## config.mk

```make
export PLATFORM = sky130hd
export DESIGN_NAME = issue_queue_slots
export DESIGN_NICKNAME = d
export VERILOG_FILES = /design/src/rtl/issue_queue_slots.sv
export SDC_FILE = /design/constraint.sdc
export NUM_CORES = 1
export LEC_CHECK = 0
export BUFFER_PORTS_ARGS = -buffer_cell sky130_fd_sc_hd__buf_2
export CAP_MARGIN = 20
export CORE_UTILIZATION = 53
export DETAILED_ROUTE_END_ITERATION = 7
export HOLD_SLACK_MARGIN = 0.02
export PLACE_DENSITY = 0.86
export SLEW_MARGIN = 20
export SYNTH_ARGS = -nofsm -noshare
export SYNTH_HDL_FRONTEND = slang
export SYNTH_SLANG_ARGS = --single-unit
```

## constraint.sdc

```tcl
create_clock -name clk -period 5.3 [get_ports clk]
set_input_delay 0.53 -clock clk [delete_from_list [all_inputs] [get_ports clk]]
set_output_delay 0.53 -clock clk [all_outputs]
set_load 0.01 [all_outputs]
```

## src/rtl/issue_queue_slots.sv

```systemverilog
// Reservation-station slot storage: dispatch allocation, tag wakeup and
// grant-driven issue, feeding the external age-matrix selector.
module issue_queue_slot #(
    parameter int TAG_W     = 6,
    parameter int PAYLOAD_W = 32
) (
    input  logic                 clk,
    input  logic                 reset,
    input  logic                 alloc,
    input  logic                 issue,
    input  logic [PAYLOAD_W-1:0] disp_payload,
    input  logic [TAG_W-1:0]     disp_src1_tag,
    input  logic                 disp_src1_rdy,
    input  logic [TAG_W-1:0]     disp_src2_tag,
    input  logic                 disp_src2_rdy,
    input  logic                 wb_valid,
    input  logic [TAG_W-1:0]     wb_tag,
    output logic                 valid,
    output logic                 ready,
    output logic [PAYLOAD_W-1:0] payload
);
    logic [TAG_W-1:0] src1_tag, src2_tag;
    logic             src1_rdy, src2_rdy;

    always_ff @(posedge clk) begin
        if (reset) begin
            valid    <= 1'b0;
            src1_rdy <= 1'b0;
            src2_rdy <= 1'b0;
        end else if (alloc) begin
            valid    <= 1'b1;
            // a writeback arriving in the dispatch cycle would otherwise be missed
            src1_rdy <= disp_src1_rdy || (wb_valid && disp_src1_tag == wb_tag);
            src2_rdy <= disp_src2_rdy || (wb_valid && disp_src2_tag == wb_tag);
        end else begin
            if (issue)
                valid <= 1'b0;
            if (valid && wb_valid && src1_tag == wb_tag)
                src1_rdy <= 1'b1;
            if (valid && wb_valid && src2_tag == wb_tag)
                src2_rdy <= 1'b1;
        end
    end

    always_ff @(posedge clk) begin
        if (alloc) begin
            payload  <= disp_payload;
            src1_tag <= disp_src1_tag;
            src2_tag <= disp_src2_tag;
        end
    end

    assign ready = valid && src1_rdy && src2_rdy;
endmodule

module issue_queue_slots #(
    parameter int NUM_ENTRIES = 4,
    parameter int TAG_W       = 6,
    parameter int PAYLOAD_W   = 32,
    localparam int IDX_W      = $clog2(NUM_ENTRIES)
) (
    input  logic                   clk,
    input  logic                   reset,
    input  logic                   disp_valid,
    output logic                   disp_ready,
    input  logic [PAYLOAD_W-1:0]   disp_payload,
    input  logic [TAG_W-1:0]       disp_src1_tag,
    input  logic                   disp_src1_rdy,
    input  logic [TAG_W-1:0]       disp_src2_tag,
    input  logic                   disp_src2_rdy,
    input  logic                   wb_valid,
    input  logic [TAG_W-1:0]       wb_tag,
    output logic                   alloc_update,
    output logic [IDX_W-1:0]       alloc_row,
    output logic [NUM_ENTRIES-1:0] valid_entries,
    output logic [NUM_ENTRIES-1:0] ready_entries,
    input  logic [NUM_ENTRIES-1:0] grant,
    output logic                   issue_valid,
    input  logic                   issue_ready,
    output logic [PAYLOAD_W-1:0]   issue_payload,
    output logic [IDX_W-1:0]       issue_slot,
    output logic [IDX_W:0]         occupancy
);
    logic [NUM_ENTRIES-1:0]                valid, rdy, eff;
    logic [NUM_ENTRIES-1:0][PAYLOAD_W-1:0] payload;
    logic [IDX_W-1:0]                      free_idx, gnt_idx;
    logic [IDX_W:0]                        occ;
    logic                                  alloc_fire, issue_fire;

    always_comb begin
        free_idx = '0;
        for (int i = NUM_ENTRIES - 1; i >= 0; i--)
            if (!valid[i]) free_idx = IDX_W'(i);
    end

    // lowest set bit keeps a multi-hot grant deterministic
    always_comb begin
        gnt_idx = '0;
        for (int i = NUM_ENTRIES - 1; i >= 0; i--)
            if (eff[i]) gnt_idx = IDX_W'(i);
    end

    assign valid_entries = reset ? '0 : valid;
    assign ready_entries = reset ? '0 : rdy;
    assign disp_ready    = !reset && !(&valid);
    assign alloc_fire    = disp_valid && disp_ready;
    assign alloc_update  = alloc_fire;
    assign alloc_row     = free_idx;
    assign eff           = grant & ready_entries;
    assign issue_valid   = |eff;
    assign issue_fire    = issue_valid && issue_ready;
    assign issue_slot    = gnt_idx;
    assign issue_payload = payload[gnt_idx];
    assign occupancy     = reset ? '0 : occ;

    for (genvar g = 0; g < NUM_ENTRIES; g++) begin : g_slot
        issue_queue_slot #(.TAG_W(TAG_W), .PAYLOAD_W(PAYLOAD_W)) u_slot (
            .clk           (clk),
            .reset         (reset),
            .alloc         (alloc_fire && free_idx == IDX_W'(g)),
            .issue         (issue_fire && gnt_idx == IDX_W'(g)),
            .disp_payload  (disp_payload),
            .disp_src1_tag (disp_src1_tag),
            .disp_src1_rdy (disp_src1_rdy),
            .disp_src2_tag (disp_src2_tag),
            .disp_src2_rdy (disp_src2_rdy),
            .wb_valid      (wb_valid),
            .wb_tag        (wb_tag),
            .valid         (valid[g]),
            .ready         (rdy[g]),
            .payload       (payload[g])
        );
    end

    always_ff @(posedge clk) begin
        if (reset)
            occ <= '0;
        else if (alloc_fire && !issue_fire)
            occ <= occ + 1'b1;
        else if (!alloc_fire && issue_fire)
            occ <= occ - 1'b1;
    end
endmodule

```

==> run_summary.xml <==
<?xml version="1.0" encoding="UTF-8"?>
<metrics>
  <group name="grt">
    <metric name="grt_max_degree" unit="">45</metric>
    <metric name="via_count_of_the_first_global_routing_pass" unit="">5002</metric>
    <metric name="globalRouteOverflowTotal" unit="">0</metric>
    <metric name="antenna_found_initial" unit="">0</metric>
    <metric name="grt_pass1_wl" unit="um">26800</metric>
    <metric name="globalRouteTotalUtil" unit="">0.243</metric>
  </group>
  <group name="layout">
    <metric name="n_fill_cell" unit="">1060</metric>
    <metric name="layout_area_growth_over_synthesis" unit="%">15.3</metric>
    <metric name="final_cell_area" unit="um^2">9090</metric>
    <metric name="insertedDiodeCount" unit="">0</metric>
    <metric name="finalNetCount" unit="">679</metric>
    <metric name="drive_above_1_share" unit="">0.252</metric>
  </group>
  <group name="pwr">
    <metric name="post_route_total_power" unit="uW">3080</metric>
    <metric name="pwr_density_cell" unit="nW/um^2">339</metric>
    <metric name="total_leakage_power" unit="uW">0.00323</metric>
    <metric name="power.ir.vdd_worst" unit="mV">0.251</metric>
  </group>
  <group name="status">
    <metric name="outcome" unit="">finished, final reports clean</metric>
  </group>
  <group name="synthesis">
    <metric name="post_synth_instance_area" unit="um^2">7880</metric>
    <metric name="yosys.area_share.adder" unit="">0.00413</metric>
    <metric name="synth_largest_type_area_fraction" unit="">0.671</metric>
    <metric name="ys_seq_elements" unit="">191</metric>
    <metric name="muxShareOfSynthArea" unit="">0.00127</metric>
    <metric name="synth.yosys.warnings" unit="">0</metric>
    <metric name="synth_compound_area_frac" unit="">0.114</metric>
    <metric name="post-synth-top-area-cell" unit="">edfxtp_1</metric>
    <metric name="postSynthCellCount" unit="">510</metric>
    <metric name="synth_simple_gate_area_frac" unit="">0.0619</metric>
    <metric name="async_reset_ff_frac" unit="">0</metric>
    <metric name="avgSynthCellArea" unit="um^2">15.5</metric>
    <metric name="postSynthNetCount" unit="">573</metric>
    <metric name="yosys.cell_count.top_type" unit="">edfxtp_1</metric>
    <metric name="synth-main-ff-cell" unit="">edfxtp_1</metric>
    <metric name="synthesized_area_fraction_occupied_by_xor_and_xnor_cells" unit="">0.0689</metric>
    <metric name="synth_top_family_by_area" unit="">compound AO/OA/AOI/OAI gates</metric>
    <metric name="synth-edff-count" unit="">176</metric>
    <metric name="synthTopCellsByArea" unit="">edfxtp_1 (67%), xor2_1 (5.1%), dfxtp_1 (3.8%), a32oi_1 (2.8%), o221ai_1 (2.8%)</metric>
    <metric name="seq_area_frac_synth" unit="">0.709</metric>
    <metric name="netlist-cell-type-count" unit="">49</metric>
    <metric name="yosys-top-cells-count" unit="">edfxtp_1 (176), xor2_1 (46), inv_1 (30)</metric>
  </group>
  <group name="clock_network">
    <metric name="ctsResizeCount" unit="">0</metric>
    <metric name="cts-root-buf" unit="">clkbuf_16</metric>
    <metric name="cts-root-to-sink-buffers" unit="">2</metric>
    <metric name="cts_htree_levels" unit="">4</metric>
    <metric name="insertion_delay" unit="ns">0.43</metric>
    <metric name="number_of_cts_inserted_buffers" unit="">17</metric>
    <metric name="hold_buffers" unit="">0</metric>
    <metric name="worst_setup_hold_path_clk_slew" unit="ns">0.07</metric>
    <metric name="postCtsSetupRepairBufs" unit="">0</metric>
    <metric name="cts_tree" unit="">done</metric>
    <metric name="cts_sinks" unit="">191</metric>
  </group>
  <group name="sta">
    <metric name="rsz0062_at_grt" unit="">no</metric>
    <metric name="worst-slew-pin-transition" unit="ns">1.05</metric>
    <metric name="final_max_slew_viol_count" unit="">0</metric>
    <metric name="final.setup.worst_slack" unit="ns">1.82</metric>
    <metric name="fin_setup_tns" unit="ns">0</metric>
    <metric name="slew_headroom" unit="">0.300</metric>
    <metric name="timing.clock.skew" unit="ns">0.00981</metric>
    <metric name="max_fclk" unit="GHz">0.287</metric>
    <metric name="timing_hold_violations_final" unit="">0</metric>
    <metric name="finalSetupViolCount" unit="">0</metric>
    <metric name="min_period" unit="ns">3.48</metric>
    <metric name="finalCritPeriodShare" unit="">0.656</metric>
  </group>
  <group name="route">
    <metric name="drt-initial-drc-count" unit="">600</metric>
    <metric name="num_vias" unit="">5008</metric>
    <metric name="drt_first_pass_iters" unit="">7</metric>
    <metric name="remaining_drc_errors" unit="">0</metric>
    <metric name="post_route_wl" unit="um">17600</metric>
    <metric name="avgViaCountPerCell" unit="">6.17</metric>
    <metric name="wl_per_cell" unit="um">21.7</metric>
    <metric name="ant_nets" unit="">0</metric>
  </group>
  <group name="worst_hold_path">
    <metric name="min-delay-path-class" unit="">input port to flip-flop</metric>
  </group>
  <group name="worst_setup_path">
    <metric name="criticalPathCategory" unit="">flip-flop to primary output</metric>
    <metric name="cp_slowest_stage_delay" unit="ns">0.66</metric>
    <metric name="cp.arrival" unit="ns">2.95</metric>
    <metric name="critPathRequiredTime" unit="ns">4.77</metric>
    <metric name="timing.critical_path.to_type" unit="">primary output</metric>
    <metric name="crit_path_start_kind" unit="">flip-flop</metric>
    <metric name="critical_path.max_fanout" unit="">18</metric>
    <metric name="worst_path_cell_trace" unit="">and4b_1, and2_1, buf_4, a32oi_1, o221ai_1, buf_2</metric>
    <metric name="slowest_stage" unit="">and2_1</metric>
    <metric name="rrSetupSlack" unit="ns">2.70</metric>
  </group>
  <group name="placed_design">
    <metric name="place_area" unit="um^2">8540</metric>
    <metric name="dpl_hpwl" unit="um">11300</metric>
    <metric name="detailedPlace.worstSlack" unit="ns">1.96</metric>
    <metric name="place.gp.congestion" unit="">0.842</metric>
    <metric name="numPortBuffers" unit="">110</metric>
  </group>
  <group name="floorplan">
    <metric name="num_rows" unit="">44</metric>
    <metric name="floorplan.core_area" unit="um^2">14500</metric>
    <metric name="die-area" unit="um^2">15400</metric>
    <metric name="floorplan.die.height" unit="um">124</metric>
    <metric name="dieWidth" unit="um">124</metric>
    <metric name="floorplan.initialDensity" unit="">0.542</metric>
    <metric name="design.portCount" unit="">111</metric>
  </group>
  <group name="flow_run">
    <metric name="max_cap_violations" unit="">0</metric>
  </group>
</metrics>
[through the flow]
step	cells	hold WS [ns]	utilization
3_5_place_dp	781	0.480	0.587
4_1_cts	812	0.300	0.625
6_report	812	0.314	0.625
2_1_floorplan	510	0.454	-
3_3_place_gp	781	0.463	0.587
5_1_grt	812	0.307	0.625
[per-layer routing]
layer / share of wire / GRT usage / vias to the layer above
met2: 0.48 / 0.383 / 266
met3: 0.095 / 0.0760 / 37
met4: 0.021 / 0.0938 / 0
met1: 0.40 / 0.315 / 2493
met5: 0 / 0 / -
li1: - / - / 2212
[where the power goes]
group	switching [uW]	internal [uW]
registers	16.7	1680
clock network	517	689
logic	106	64.6
[path summary, 6_finish.rpt]
path	start	endpoint	cells past startpoint
setup / recovery	g_slot[1].u_slot.valid	issue_payload[0]	6
hold / removal	disp_payload[5]	g_slot[2].u_slot.payload[5]	1
setup reg to reg	g_slot[2].u_slot.valid	occ[2]	10
hold reg to reg	occ[2]	occ[2]	2
[state kept, by name, indices dropped and copies added (netlist names)]
register,flops
g_slot.u_slot.src1_tag,24
g_slot.u_slot.valid,4
occ,3
g_slot.u_slot.src2_tag,24
g_slot.u_slot.payload,128
g_slot.u_slot.src1_rdy,4
g_slot.u_slot.src2_rdy,4
[layout by cell type, fill, tap and decap left out, drive strengths merged, types with 2 or more instances in the layout]
cell and count:
clkbuf 20, o21ai 8, a22oi 3, a21o 4, bufinv 2, nand3 28
and4b 4, a41oi 3, o2bb2ai 7, nor3 8, a211oi 12, and4 2
a32oi 25, xor2 46, inv 32, edfxtp 176, clkinv 6, dfxtp 15
a21oi 5, nor2b 5, o221ai 25, a221oi 8, buf 119, nor2 9
nor4 8, xnor2 16, nand2 12, and2 4
[area by class of cell]
cell class	count	area (um^2)	area share
Clock buffer	20	437	0.0480
Clock inverter	11	115	0.0127
Inverter	30	113	0.0124
Multi-Input combinational cell	257	1990	0.219
Sequential cell	191	5590	0.614
Tap cell	184	230	0.0253
Timing Repair Buffer	119	618	0.0680
[cell families after synthesis]
kind of cell / after synthesis
flip-flops: 191
AO/OA/AOI/OAI: 106
AND/OR/NAND/NOR: 86
XOR/XNOR: 62
buffers and inverters: 62
adder cells (fa/ha/maj): 2
multiplexers: 1
[worst max-delay path, delay by kind of cell (launching register included)]
| family | cells | cell delay, ns |
|---|---|---|
| buffers and inverters | 2 | 0.55 |
| DFF | 1 | 0.53 |
| and+or+nand+nor | 2 | 1.08 |
| AOI/OAI and AO/OA | 2 | 0.36 |
Power figures use the tool's default switching activity.
